[src/rtl/miriscv_lsu_pkg.sv]
`default_nettype none
// ============================================================================
//  Module      : miriscv_lsu_pkg
//  Description : Shared constants, state encoding and helper functions for
//                the load-store unit (funct3 access sizes, FSM states,
//                legality check, byte-enable and store-lane placement).
//  Revision    : 1.0 - initial release
// ============================================================================
package miriscv_lsu_pkg;

  // funct3 encodings of the memory access size
  localparam logic [2:0] LDST_B  = 3'd0;
  localparam logic [2:0] LDST_H  = 3'd1;
  localparam logic [2:0] LDST_W  = 3'd2;
  localparam logic [2:0] LDST_BU = 3'd4;
  localparam logic [2:0] LDST_HU = 3'd5;

  // LSU controller states
  typedef enum logic [1:0] {
    LSU_IDLE = 2'd0,
    LSU_REQ  = 2'd1,
    LSU_WAIT = 2'd2,
    LSU_DONE = 2'd3
  } lsu_state_e;

  // An op is legal when its size exists, it is naturally aligned, and it is
  // not an unsigned store (stores have no signedness).
  function automatic logic lsu_op_legal(input logic       we,
                                        input logic [2:0] size,
                                        input logic [1:0] addr_lsb);
    logic ok;
    case (size)
      LDST_B:  ok = 1'b1;
      LDST_BU: ok = ~we;
      LDST_H:  ok = ~addr_lsb[0];
      LDST_HU: ok = ~addr_lsb[0] & ~we;
      LDST_W:  ok = (addr_lsb == 2'b00);
      default: ok = 1'b0;
    endcase
    return ok;
  endfunction

  // Byte enables for an aligned access of the given size
  function automatic logic [3:0] lsu_byte_en(input logic [2:0] size,
                                             input logic [1:0] addr_lsb);
    logic [3:0] be;
    case (size)
      LDST_B, LDST_BU: be = 4'b0001 << addr_lsb;
      LDST_H, LDST_HU: be = 4'b0011 << addr_lsb;
      default:         be = 4'b1111;
    endcase
    return be;
  endfunction

  // Store data replicated across all lanes so the enabled lanes carry it
  function automatic logic [31:0] lsu_wdata(input logic [2:0]  size,
                                            input logic [31:0] data);
    logic [31:0] wd;
    case (size)
      LDST_B, LDST_BU: wd = {4{data[7:0]}};
      LDST_H, LDST_HU: wd = {2{data[15:0]}};
      default:         wd = data;
    endcase
    return wd;
  endfunction

endpackage
`default_nettype wire

[src/rtl/miriscv_lsu_extend.sv]
`default_nettype none
// ============================================================================
//  Module      : miriscv_lsu_extend
//  Description : Combinational load-lane select with sign/zero extension of
//                a byte or half-word taken from the read word.
//  Revision    : 1.0 - initial release
// ============================================================================
module miriscv_lsu_extend
  import miriscv_lsu_pkg::*;
(
  input  logic [31:0] i_rdata,
  input  logic [2:0]  i_size,
  input  logic [1:0]  i_addr_lsb,
  output logic [31:0] o_data
);

  logic [7:0]  w_byte;
  logic [15:0] w_half;

  // Select the addressed lane, then extend according to signedness
  always_comb begin
    case (i_addr_lsb)
      2'd0:    w_byte = i_rdata[7:0];
      2'd1:    w_byte = i_rdata[15:8];
      2'd2:    w_byte = i_rdata[23:16];
      default: w_byte = i_rdata[31:24];
    endcase
    w_half = i_addr_lsb[1] ? i_rdata[31:16] : i_rdata[15:0];
    case (i_size)
      LDST_B:  o_data = {{24{w_byte[7]}}, w_byte};
      LDST_BU: o_data = {24'd0, w_byte};
      LDST_H:  o_data = {{16{w_half[15]}}, w_half};
      LDST_HU: o_data = {16'd0, w_half};
      default: o_data = i_rdata;
    endcase
  end

endmodule
`default_nettype wire

[src/rtl/miriscv_lsu.sv]
`default_nettype none
// ============================================================================
//  Module      : miriscv_lsu
//  Description : Load-store unit controller. Checks alignment, issues one
//                request/grant/response bus transaction per op, stalls the
//                core until completion and returns extended load data.
//  Revision    : 1.0 - initial release
// ============================================================================
module miriscv_lsu
  import miriscv_lsu_pkg::*;
(
  input  logic        clk_i,
  input  logic        arstn_i,
  // core side
  input  logic        lsu_req_i,
  input  logic        lsu_we_i,
  input  logic [2:0]  lsu_size_i,
  input  logic [31:0] lsu_addr_i,
  input  logic [31:0] lsu_data_i,
  output logic [31:0] lsu_data_o,
  output logic        lsu_stall_req_o,
  output logic        lsu_misaligned_o,
  // data memory bus
  output logic        data_req_o,
  output logic        data_we_o,
  output logic [3:0]  data_be_o,
  output logic [31:0] data_addr_o,
  output logic [31:0] data_wdata_o,
  input  logic        data_gnt_i,
  input  logic        data_rvalid_i,
  input  logic [31:0] data_rdata_i
);

  lsu_state_e  r_state;
  logic [2:0]  r_size;
  logic [1:0]  r_addr_lsb;
  logic        w_legal;
  logic [31:0] w_load_ext;

  assign w_legal = lsu_op_legal(lsu_we_i, lsu_size_i, lsu_addr_i[1:0]);

  // Stall covers the accepting IDLE cycle plus every REQ/WAIT cycle
  assign lsu_stall_req_o  = ((r_state == LSU_IDLE) && lsu_req_i && w_legal) ||
                            (r_state == LSU_REQ) || (r_state == LSU_WAIT);
  assign lsu_misaligned_o = (r_state == LSU_IDLE) && lsu_req_i && !w_legal;

  miriscv_lsu_extend u_extend (
    .i_rdata    (data_rdata_i),
    .i_size     (r_size),
    .i_addr_lsb (r_addr_lsb),
    .o_data     (w_load_ext)
  );

  // Controller FSM with all bus outputs and load data held in registers
  always_ff @(posedge clk_i or negedge arstn_i) begin
    if (!arstn_i) begin
      r_state      <= LSU_IDLE;
      r_size       <= 3'd0;
      r_addr_lsb   <= 2'd0;
      data_req_o   <= 1'b0;
      data_we_o    <= 1'b0;
      data_be_o    <= 4'd0;
      data_addr_o  <= 32'd0;
      data_wdata_o <= 32'd0;
      lsu_data_o   <= 32'd0;
    end else begin
      case (r_state)
        LSU_IDLE: begin
          if (lsu_req_i && w_legal) begin
            r_state      <= LSU_REQ;
            r_size       <= lsu_size_i;
            r_addr_lsb   <= lsu_addr_i[1:0];
            data_req_o   <= 1'b1;
            data_we_o    <= lsu_we_i;
            data_be_o    <= lsu_byte_en(lsu_size_i, lsu_addr_i[1:0]);
            data_addr_o  <= {lsu_addr_i[31:2], 2'b00};
            data_wdata_o <= lsu_wdata(lsu_size_i, lsu_data_i);
          end
        end
        LSU_REQ: begin
          // the request stays up until the bus takes it
          if (data_gnt_i) begin
            r_state    <= LSU_WAIT;
            data_req_o <= 1'b0;
          end
        end
        LSU_WAIT: begin
          if (data_rvalid_i) begin
            r_state <= LSU_DONE;
            if (!data_we_o) begin
              lsu_data_o <= w_load_ext;
            end
          end
        end
        LSU_DONE: begin
          // a request seen here is only taken in the following IDLE cycle
          r_state <= LSU_IDLE;
        end
        default: begin
          r_state <= LSU_IDLE;
        end
      endcase
    end
  end

endmodule
`default_nettype wire

[config.mk]
export PLATFORM = sky130hd
export DESIGN_NAME = miriscv_lsu
export DESIGN_NICKNAME = d
export VERILOG_FILES = /design/src/rtl/miriscv_lsu_pkg.sv /design/src/rtl/miriscv_lsu_extend.sv /design/src/rtl/miriscv_lsu.sv
export SDC_FILE = /design/constraint.sdc
export NUM_CORES = 1
export LEC_CHECK = 0
export CAP_MARGIN = 30
export CORE_ASPECT_RATIO = 1.1
export CORE_UTILIZATION = 50
export CTS_BUF_LIST = sky130_fd_sc_hd__clkbuf_4
export CTS_CLUSTER_SIZE = 24
export DETAILED_ROUTE_END_ITERATION = 12
export GPL_TIMING_DRIVEN = 0
export PLACE_DENSITY = 0.88
export REMOVE_ABC_BUFFERS = 1
export SYNTH_ARGS = -nofsm -noshare
export SYNTH_HDL_FRONTEND = slang
export SYNTH_HIERARCHICAL = 1
export SYNTH_SLANG_ARGS = --single-unit
[constraint.sdc]
create_clock -name clk_i -period 3.6 [get_ports clk_i]
set_clock_uncertainty 0.05 [all_clocks]
set_input_delay 0.72 -clock clk_i [delete_from_list [all_inputs] [get_ports clk_i]]
set_output_delay 0.72 -clock clk_i [all_outputs]
set_load 0.005 [all_outputs]
== Word level (Yosys, flattened, before mapping) ==
Cells that the tools add are included.
Cells by class
  equal/unequal tests: 15
  shift-type cells: 2
  muxes and demuxes: 13
  bitwise operators: 4
  reductions and logical operators: 19
Operators with widths (number)
  case mux 32 bit (4 select lines): 1
  case mux 32 bit (2 select lines): 1
  case mux 8 bit (3 select lines): 1
  two-way mux 16 bit: 1
  == test 3 bit, second input constant: 4
  AND reduction 3 bit: 3
  case mux 2 bit (4 select lines): 1
  case mux 4 bit (2 select lines): 1
  == test 2 bit, second input constant: 3
  == test 3 x 1 -> 1 bit, second input constant: 2
  logical NOT 2 bit: 3
  logical NOT 3 bit: 2
  two-way mux 2 bit: 3
  case mux 1 bit (5 select lines): 1
  == test 2 x 1 -> 1 bit, second input constant: 2
  logical AND 1 bit: 4
  inequality test 2 bit, second input constant: 2
  OR reduction 2 bit: 2
  left shift 1 x 2 -> 4 bit, first input constant: 1
  left shift 2 x 2 -> 4 bit, first input constant: 1
  == test 3 x 2 -> 1 bit, second input constant: 1
  inverter 1 bit: 3
  logical OR 1 bit: 2
  two-way mux 1 bit: 2
  other kinds (6): 6
Storage, ports and cells
  register bits after elaboration: 107
  output and inout bits: 104

== Logic depth before layout (Yosys ltp) ==
Gate-level depths: netlist (run 1).
  depth in word-level cells: 6
  gate-level depth with buffers: 7

== Cells and area by module ==
Netlist (run 1), hierarchy kept.
By module, submodules not included
  miriscv_lsu: times used 1, cells an instance 311, area an instance 4868.4 sq um, sequential area each 2677.6 sq um
  miriscv_lsu_extend: times used 1, cells an instance 133, area an instance 969.7 sq um, sequential area each 0.0 sq um

== Least setup slack after synthesis (run 1) ==
OpenSTA, ideal clock, no wires.
  path kind: in2out
  from: in lsu_size_i[0]
  to: out lsu_stall_req_o
  arrival time: 1.732 ns
  path slack: 1.098 ns
  cell stages on the path: 6
  cell sequence: buf_6 a221oi_2 o21bai_1 buf_4 buf_6 nand2_1
On the way
  cells in the longest elaborated chain, start to end: 5
  elaborated cells between the ends (all ways): 9
  classes of those cells: 4 x eq/ne; 1 x mux; 4 x reduce/logical
RTL lines
  start: declaration: line miriscv_lsu.sv:17  | input logic [2:0] lsu_size_i,
  == test 3 x 2 -> 1 bit, or another cell as far along: line miriscv_lsu_pkg.sv:32  | case (size)
  case mux 1 bit (5 select lines) *: line miriscv_lsu_pkg.sv:32
  logical AND 1 bit *: line miriscv_lsu.sv:43  | assign lsu_stall_req_o = ((r_state == LSU_IDLE) && lsu_req_i && w_legal) ||
  logical OR 1 bit *: line miriscv_lsu.sv:43
  logical OR 1 bit *: line miriscv_lsu.sv:44  | (r_state == LSU_REQ) || (r_state == LSU_WAIT);
  end: declaration: line miriscv_lsu.sv:21  | output logic lsu_stall_req_o,
Mark *: on every way between the ends. The rest lies on a longest branch, timed or not.

== Worst setup path in the final report (run 1) ==
  from: in lsu_size_i[1]
  to: out lsu_stall_req_o
Same word-level chain as after synthesis.

==> results of run 1 <==
[critical path, delay by kind of cell]
family | cells | cell delay [ns]
AOI/OAI and AO/OA | 2 | 0.58
buffers and inverters | 2 | 1.23
and+or+nand+nor | 1 | 0.07
[per-layer routing]
metal  wire length (microns)  track usage
met3                    1160       0.0760
met5                       0            0
met2                    7270        0.401
met1                    6180        0.313
met4                     239       0.0695
[logic make-up after synthesis]
family,count (synthesis),share of synthesized area
fa+ha+maj,3,0.00643
compound gates,72,0.0907
flops,107,0.459
simple gates,75,0.0619
mux,139,0.330
other cells,1,0.000642
buf+inv,47,0.0521
[area by class of cell]
class	instances	area (sq um)	share of cell area
clock inverters	7	92.6	0.0113
well taps	150	188	0.0229
repair buffers	215	2240	0.273
multi-input cells	291	2880	0.352
flip-flops and latches	107	2680	0.327
inverters	14	52.6	0.00641
clock buffers	9	67.6	0.00824
diodes	1	2.50	0.000305
[repair_timing]
item / 4_1_cts / 5_1_grt
hold buffers: 0 / 0
setup endpoints to repair: 2 / 0
setup buffers: 1 / 0
resized for setup: 4 / 0
[cells in the mapped netlist (all sizes together)]
| master | count |
|---|---|
| mux2 | 122 |
| dfrtp | 107 |
| nor2 | 30 |
| buf | 29 |
| nand2 | 21 |
| o22ai | 16 |
| a21oi | 15 |
| inv | 13 |
| mux2i | 10 |
| nor2b | 10 |
| o21ai | 10 |
| a311oi | 7 |
| mux4 | 7 |
| o221ai | 7 |
| nand2b | 5 |
| clkbuf | 4 |
| a221oi | 3 |
| ha | 3 |
| o21bai | 3 |
| nor3b | 2 |
| o211ai | 2 |
| a211o | 1 |
| a211oi | 1 |
| a22oi | 1 |
| a31o | 1 |
| a31oi | 1 |
| and3b | 1 |
| clkinv | 1 |
| conb | 1 |
| nand3b | 1 |
| nand4 | 1 |
| nor3 | 1 |
| nor4 | 1 |
| o2111ai | 1 |
| o21a | 1 |
| o2bb2ai | 1 |
| o31a | 1 |
| or2 | 1 |
| or3 | 1 |
[worst max-delay path by stage]
stage	start	endpoint	slack (ns)	cells after the start
2_1_floorplan	lsu_size_i[0]	lsu_stall_req_o	-3.49	3
3_3_place_gp	lsu_size_i[1]	lsu_stall_req_o	-6.69	5
3_5_place_dp	lsu_size_i[0]	lsu_stall_req_o	-0.54	5
4_1_cts	lsu_size_i[1]	lsu_stall_req_o	0.23	5
5_1_grt	lsu_size_i[1]	lsu_stall_req_o	0.09	5
6_report	lsu_size_i[1]	lsu_stall_req_o	0.23	5
[sequential cells by signal, indices dropped and copies added, names as in the netlist]
signal	flops
data_addr_o	30
data_be_o	4
data_req_o	1
lsu_data_o	32
r_addr_lsb	2
r_state	2
r_size	3
data_wdata_o	32
data_we_o	1
[power by group through the flow]
stage / Sequential [mW] / Combinational [mW] / Clock, mW
final: 2.22 / 3.42 / 0.682
after global routing: 2.29 / 3.64 / 0.745
after CTS: 2.25 / 3.35 / 0.698
after detailed placement: 2.27 / 3.34 / 0
after global placement: 2.24 / 3.27 / 0
after floorplan: 2.23 / 1.64 / 0
[stage by stage]
stage	std cells	TNS, ns
final	794	0
after CTS	792	0
after detailed placement	775	-6.77
after global placement	768	-689.13
after global routing	794	0
after floorplan	412	-239.32
==> impl_results.md, run 1 <==
- CTS tree: done
- Initial antenna violation count: 1
- WS Path Type: in2out
- Hold slack: 0.262 ns
- Seq pwr share: 0.351
- Most frequent cells in the layout: clkdlybuf4s50_1, dfrtp_1, mux2_4
- I/O Pins: 209
- Internal: 4.24 mW
- Drt initial violations: 287
- Max-cap viol count: 0
- Clock Sinks: 107
- Routed vias: 4438
- Slew @ Worst Pin: 0.883 ns
- Final Hold Viols: 0
- Vias in the first global route: 4475
- Die W: 105 microns
- Hold Crit Class: in2async
- Reg-to-reg startpoint: r_size[1]
- Placed instance area: 7990 sq um
- Remaining DRCs: 0
- Clock power share: 0.108
- Leading area contributor after synthesis: dfrtp_1
- H-tree depth reported by CTS: 3
- Avg WL per Cell: 18.7 microns
- Core ar.: 11400 sq um
- Clock transition at path regs: 0.16 ns
- Overall Global Routing Usage: 0.244
- Die Area: 12100 sq um
- Reg2Reg Depth: 4
- Post-layout instance area: 8200 sq um
- Switching Fraction: 0.328
- Layout fillers: 771
- Leakage dissipation: 3.66 nW
- Sw power: 2.07 mW
- Arrival time of the worst setup path: 2.60 ns
- Buffer levels on the longest clock path: 2
- R2r endpoint: lsu_data_o[31]
- Pre-CTS WS: -0.539 ns
- Most used cell, CP: clkdlybuf4s50_1
- PnR worst setup slack: 0.229 ns
- RSZ-0062 raised after global routing: false
- Initial core utilization: 0.510
- Max Clk Rate: 297 MHz
- CTS Buf Count: 9
- CTS root buffer: clkbuf_4
- Required @ worst endpoint: 2.83 ns
- Post-Route Utilization: 0.717
- First-pass GRT wire length: 23.2 mm
- Worst skew pair latency: 0.45 ns
- HPWL after DPL: 10.7 mm
- Layout area overhead: 40.4%
- Pwr Density: 770 nW/um^2
- Slew Limit Fails: 0
- Leading cell type in the layout, fill and taps excluded: clkdlybuf4s50_1
- Syn Inst Count: 444
- Rel. slew slack: 0.409
- DRT Wirelength: 14.8 mm
- Post-synthesis cell area: 5840 sq um
- Number of nets in the layout: 746
- Vias/cell: 5.59
- Critical Path Sink Type: output port
- Crit path time final: 3.37 ns
- Design Power: 6.32 mW
- Max Fanout on Critical Path: 15
- Die Y: 115 microns
- Maximum VDD drop: 378 uV
- Syn_area_per_cell: 13.1 sq um
- Post-synth top area share: 0.459
- Worst-path cell chain: clkdlybuf4s50_1, a221oi_4, o21bai_4, nand2_1, clkdlybuf4s50_1
- Status: completed
- Maximum number of pins on one net before global-route repair: 60
- Yosys warning total: 6
- Synth area leaders: dfrtp_1, mux2_4, mux2_1, mux4_1, buf_6
- CP max stage cell: clkdlybuf4s50_1
- Row cnt: 41
- Yosys cell types: 47
- Post-DRT Antenna Nets: 0
- Total congestion overflow: 0
- RePlAce Congestion: 0.827
- Fin crit share: 0.936
- DRT Pass-1 Iters: 9
- Sequential-to-total area share from yosys stat: 0.459
- Startpoint types: input port
- I/O Buffers: 206
- R2r setup slk: 1.13 ns
- Comb pwr share: 0.541
- Final setup vio count: 0
- Slowest Stage Delay on Critical Path: 0.73 ns
- Layout cells sized above 1: 0.180
- FF+latch count, synth: 107
No activity file was read; power rests on OpenSTA's default activity.
==> run 2: changes to the inputs <==
--- a/config.mk
+++ b/config.mk
@@ -12,7 +12,7 @@
 export CTS_CLUSTER_SIZE = 24
 export DETAILED_ROUTE_END_ITERATION = 12
 export GPL_TIMING_DRIVEN = 0
-export PLACE_DENSITY = 0.88
+export PLACE_DENSITY = 0.94
 export REMOVE_ABC_BUFFERS = 1
 export SYNTH_ARGS = -nofsm -noshare
 export SYNTH_HDL_FRONTEND = slang
==> run 2 against run 1 <==
  * Die area unchanged
  * Via count increased by 0.41%
  * Sequential share of layout area increased by 0.13 points
  * Global-route usage increased by 0.51 points
  * Utilization decreased by 0.28 points
  * Combinational power about the same
  * Clock-buffer cell count increased by 2
  * First-iteration DRC count decreased by 14%
  * Hold slack got worse by 0.064 ns
  * Clock power decreased by 14%
  * Critical path depth unchanged
  * Final area decreased by 0.40%
  * Largest cell class unchanged
==> impl_results.md, run 2 (same netlist as run 1, synthesis figures left out) <==
- Remaining DRCs: 0 (unchanged)
- Avg WL per Cell: 19.0 microns (was 18.7 microns)
- Row cnt: 41 (unchanged)
- Total congestion overflow: 0 (unchanged)
- Status: completed (unchanged)
- Overall Global Routing Usage: 0.249 (was 0.244)
- Initial core utilization: 0.510 (unchanged)
- Critical Path Sink Type: output port (unchanged)
- Pre-CTS WS: -0.620 ns (was -0.539 ns)
- DRT Pass-1 Iters: 4 (was 9)
- Die W: 105 microns (unchanged)
- Fin crit share: 0.960 (was 0.936)
- Setup TNS: 0 ns (unchanged)
- I/O Pins: 209 (unchanged)
- Initial antenna violation count: 1 (unchanged)
- Placed instance area: 7970 sq um (was 7990 sq um)
- Layout cells sized above 1: 0.179 (was 0.180)
- Routed vias: 4456 (was 4438)
- WS Path Type: in2out (unchanged)
- Worst skew pair latency: 0.45 ns (about the same)
- Post-CTS Hold Fix Bufs: 0 (unchanged)
- PnR worst setup slack: 0.142 ns (was 0.229 ns)
- Post-layout instance area: 8170 sq um (was 8200 sq um)
- Max Fanout on Critical Path: 14 (was 15)
- CTS root buffer: clkbuf_4 (unchanged)
- Core ar.: 11400 sq um (unchanged)
- Reg2Reg Depth: 4 (unchanged)
- Final setup vio count: 0 (unchanged)
- Leading cell type in the layout, fill and taps excluded: clkdlybuf4s50_1 (unchanged)
- Die Y: 115 microns (unchanged)
- Leakage dissipation: 3.65 nW (was 3.66 nW)
- Final Hold Viols: 0 (unchanged)
- Clock transition at path regs: 0.16 ns (about the same)
- Hold slack: 0.198 ns (was 0.262 ns)
- H-tree depth reported by CTS: 3 (unchanged)
- Max Clk Rate: 289 MHz (was 297 MHz)
- Top flop regs: data_wdata_o: 32 flops, lsu_data_o: 32 flops, data_addr_o: 30 flops (unchanged)
- Slew @ Worst Pin: 0.813 ns (was 0.883 ns)
- DRT Wirelength: 15.1 mm (was 14.8 mm)
- RePlAce Congestion: 0.874 (was 0.827)
- Crit path time final: 3.46 ns (was 3.37 ns)
- Vias in the first global route: 4777 (was 4475)
- Maximum number of pins on one net before global-route repair: 62 (was 60)
- Buffer levels on the longest clock path: 2 (unchanged)
- Most frequent cells in the layout: clkdlybuf4s50_1, dfrtp_1, mux2_4 (unchanged)
- Die Area: 12100 sq um (unchanged)
- Post-DRT Antenna Nets: 0 (unchanged)
- Reg-to-reg startpoint: r_size[1] (unchanged)
- Start point of the critical path: lsu_size_i[1] (unchanged)
- Clock Sinks: 107 (unchanged)
- HPWL after DPL: 10.8 mm (was 10.7 mm)
- Required @ worst endpoint: 2.83 ns (about the same)
- First-pass GRT wire length: 23.8 mm (was 23.2 mm)
- Max-cap viol count: 0 (unchanged)
- Slew Limit Fails: 0 (unchanged)
- Drt initial violations: 248 (was 287)
- Rel. slew slack: 0.456 (was 0.409)
- CTS Buf Count: 9 (unchanged)
- Layout area overhead: 39.9% (was 40.4%)
- Post-Route Utilization: 0.714 (was 0.717)
- I/O Buffers: 206 (unchanged)
- RSZ-0062 raised after global routing: false (unchanged)
- Number of nets in the layout: 747 (was 746)
- Vias/cell: 5.62 (was 5.59)
- Hold Crit Class: in2async (unchanged)
- Pwr Density: 763 nW/um^2 (was 770 nW/um^2)
- Maximum VDD drop: 377 uV (was 378 uV)
- Arrival time of the worst setup path: 2.69 ns (was 2.60 ns)
- CTS tree: done (unchanged)
- Startpoint types: input port (unchanged)
- R2r setup slk: 1.10 ns (was 1.13 ns)
[run 2: cell types whose count changed in the layout (fill, tap and decap cells not counted), sizes merged]
| cell | change |
|---|---|
| clkinvlp | -1 |
| clkbuf | +2 |
| clkinv | -2 |
| bufinv | -1 |
| o21bai | +1 |
[run 2: final timing paths]
kind	end
max	lsu_stall_req_o
min	lsu_data_o[8]
max reg2reg	lsu_data_o[31]
min reg2reg	lsu_data_o[4]
max in group asynchronous	data_addr_o[31]
min in group clk_i	lsu_data_o[4]
[run 2: layer usage]
layer  vias up  share of wire  routed length, microns  GRT usage
met1      2198           0.41                    6270      0.305
met2       234           0.49                    7400      0.434
li1       2004              -                       -          -
met4         0          0.014                     218     0.0930
met5         -              0                       0          0
met3        20          0.080                    1210     0.0561
[run 2: power breakdown]
group	leakage (nW)	internal [mW]	switching [mW]
logic	2.30	2.16	1.27
clock network	0.0665	0.219	0.367
registers	1.29	1.80	0.417
total	3.65	4.18	2.05
[run 2: what timing repair did]
action	in CTS	in global routing
endpoints found under the setup margin	2	0
gates resized for setup	4	0
buffers inserted	2	0
hold endpoints to repair	0	0
[run 2: final cells by class]
| type | count | area, sq um |
|---|---|---|
| well taps | 150 | 188 |
| flip-flops and latches | 107 | 2680 |
| inverters | 14 | 52.6 |
| clock buffers | 11 | 82.6 |
| diodes | 1 | 2.50 |
| fillers | 776 | 3270 |
| multi-input cells | 292 | 2890 |
| repair buffers | 215 | 2230 |
| clock inverters | 3 | 41.3 |
[run 2: worst max-delay path, stage by stage]
cell             delay, ns
clkdlybuf4s50_1       0.86
a221oi_4              0.09
o21bai_4              0.45
nand2_1               0.09
clkdlybuf4s50_1       0.46
[run 2: through the flow]
step | std cells | power (mW)
after floorplan | 412 | 3.88
after global placement | 768 | 5.49
after detailed placement | 774 | 5.59
after CTS | 791 | 6.21
after global routing | 793 | 6.58
final | 793 | 6.23
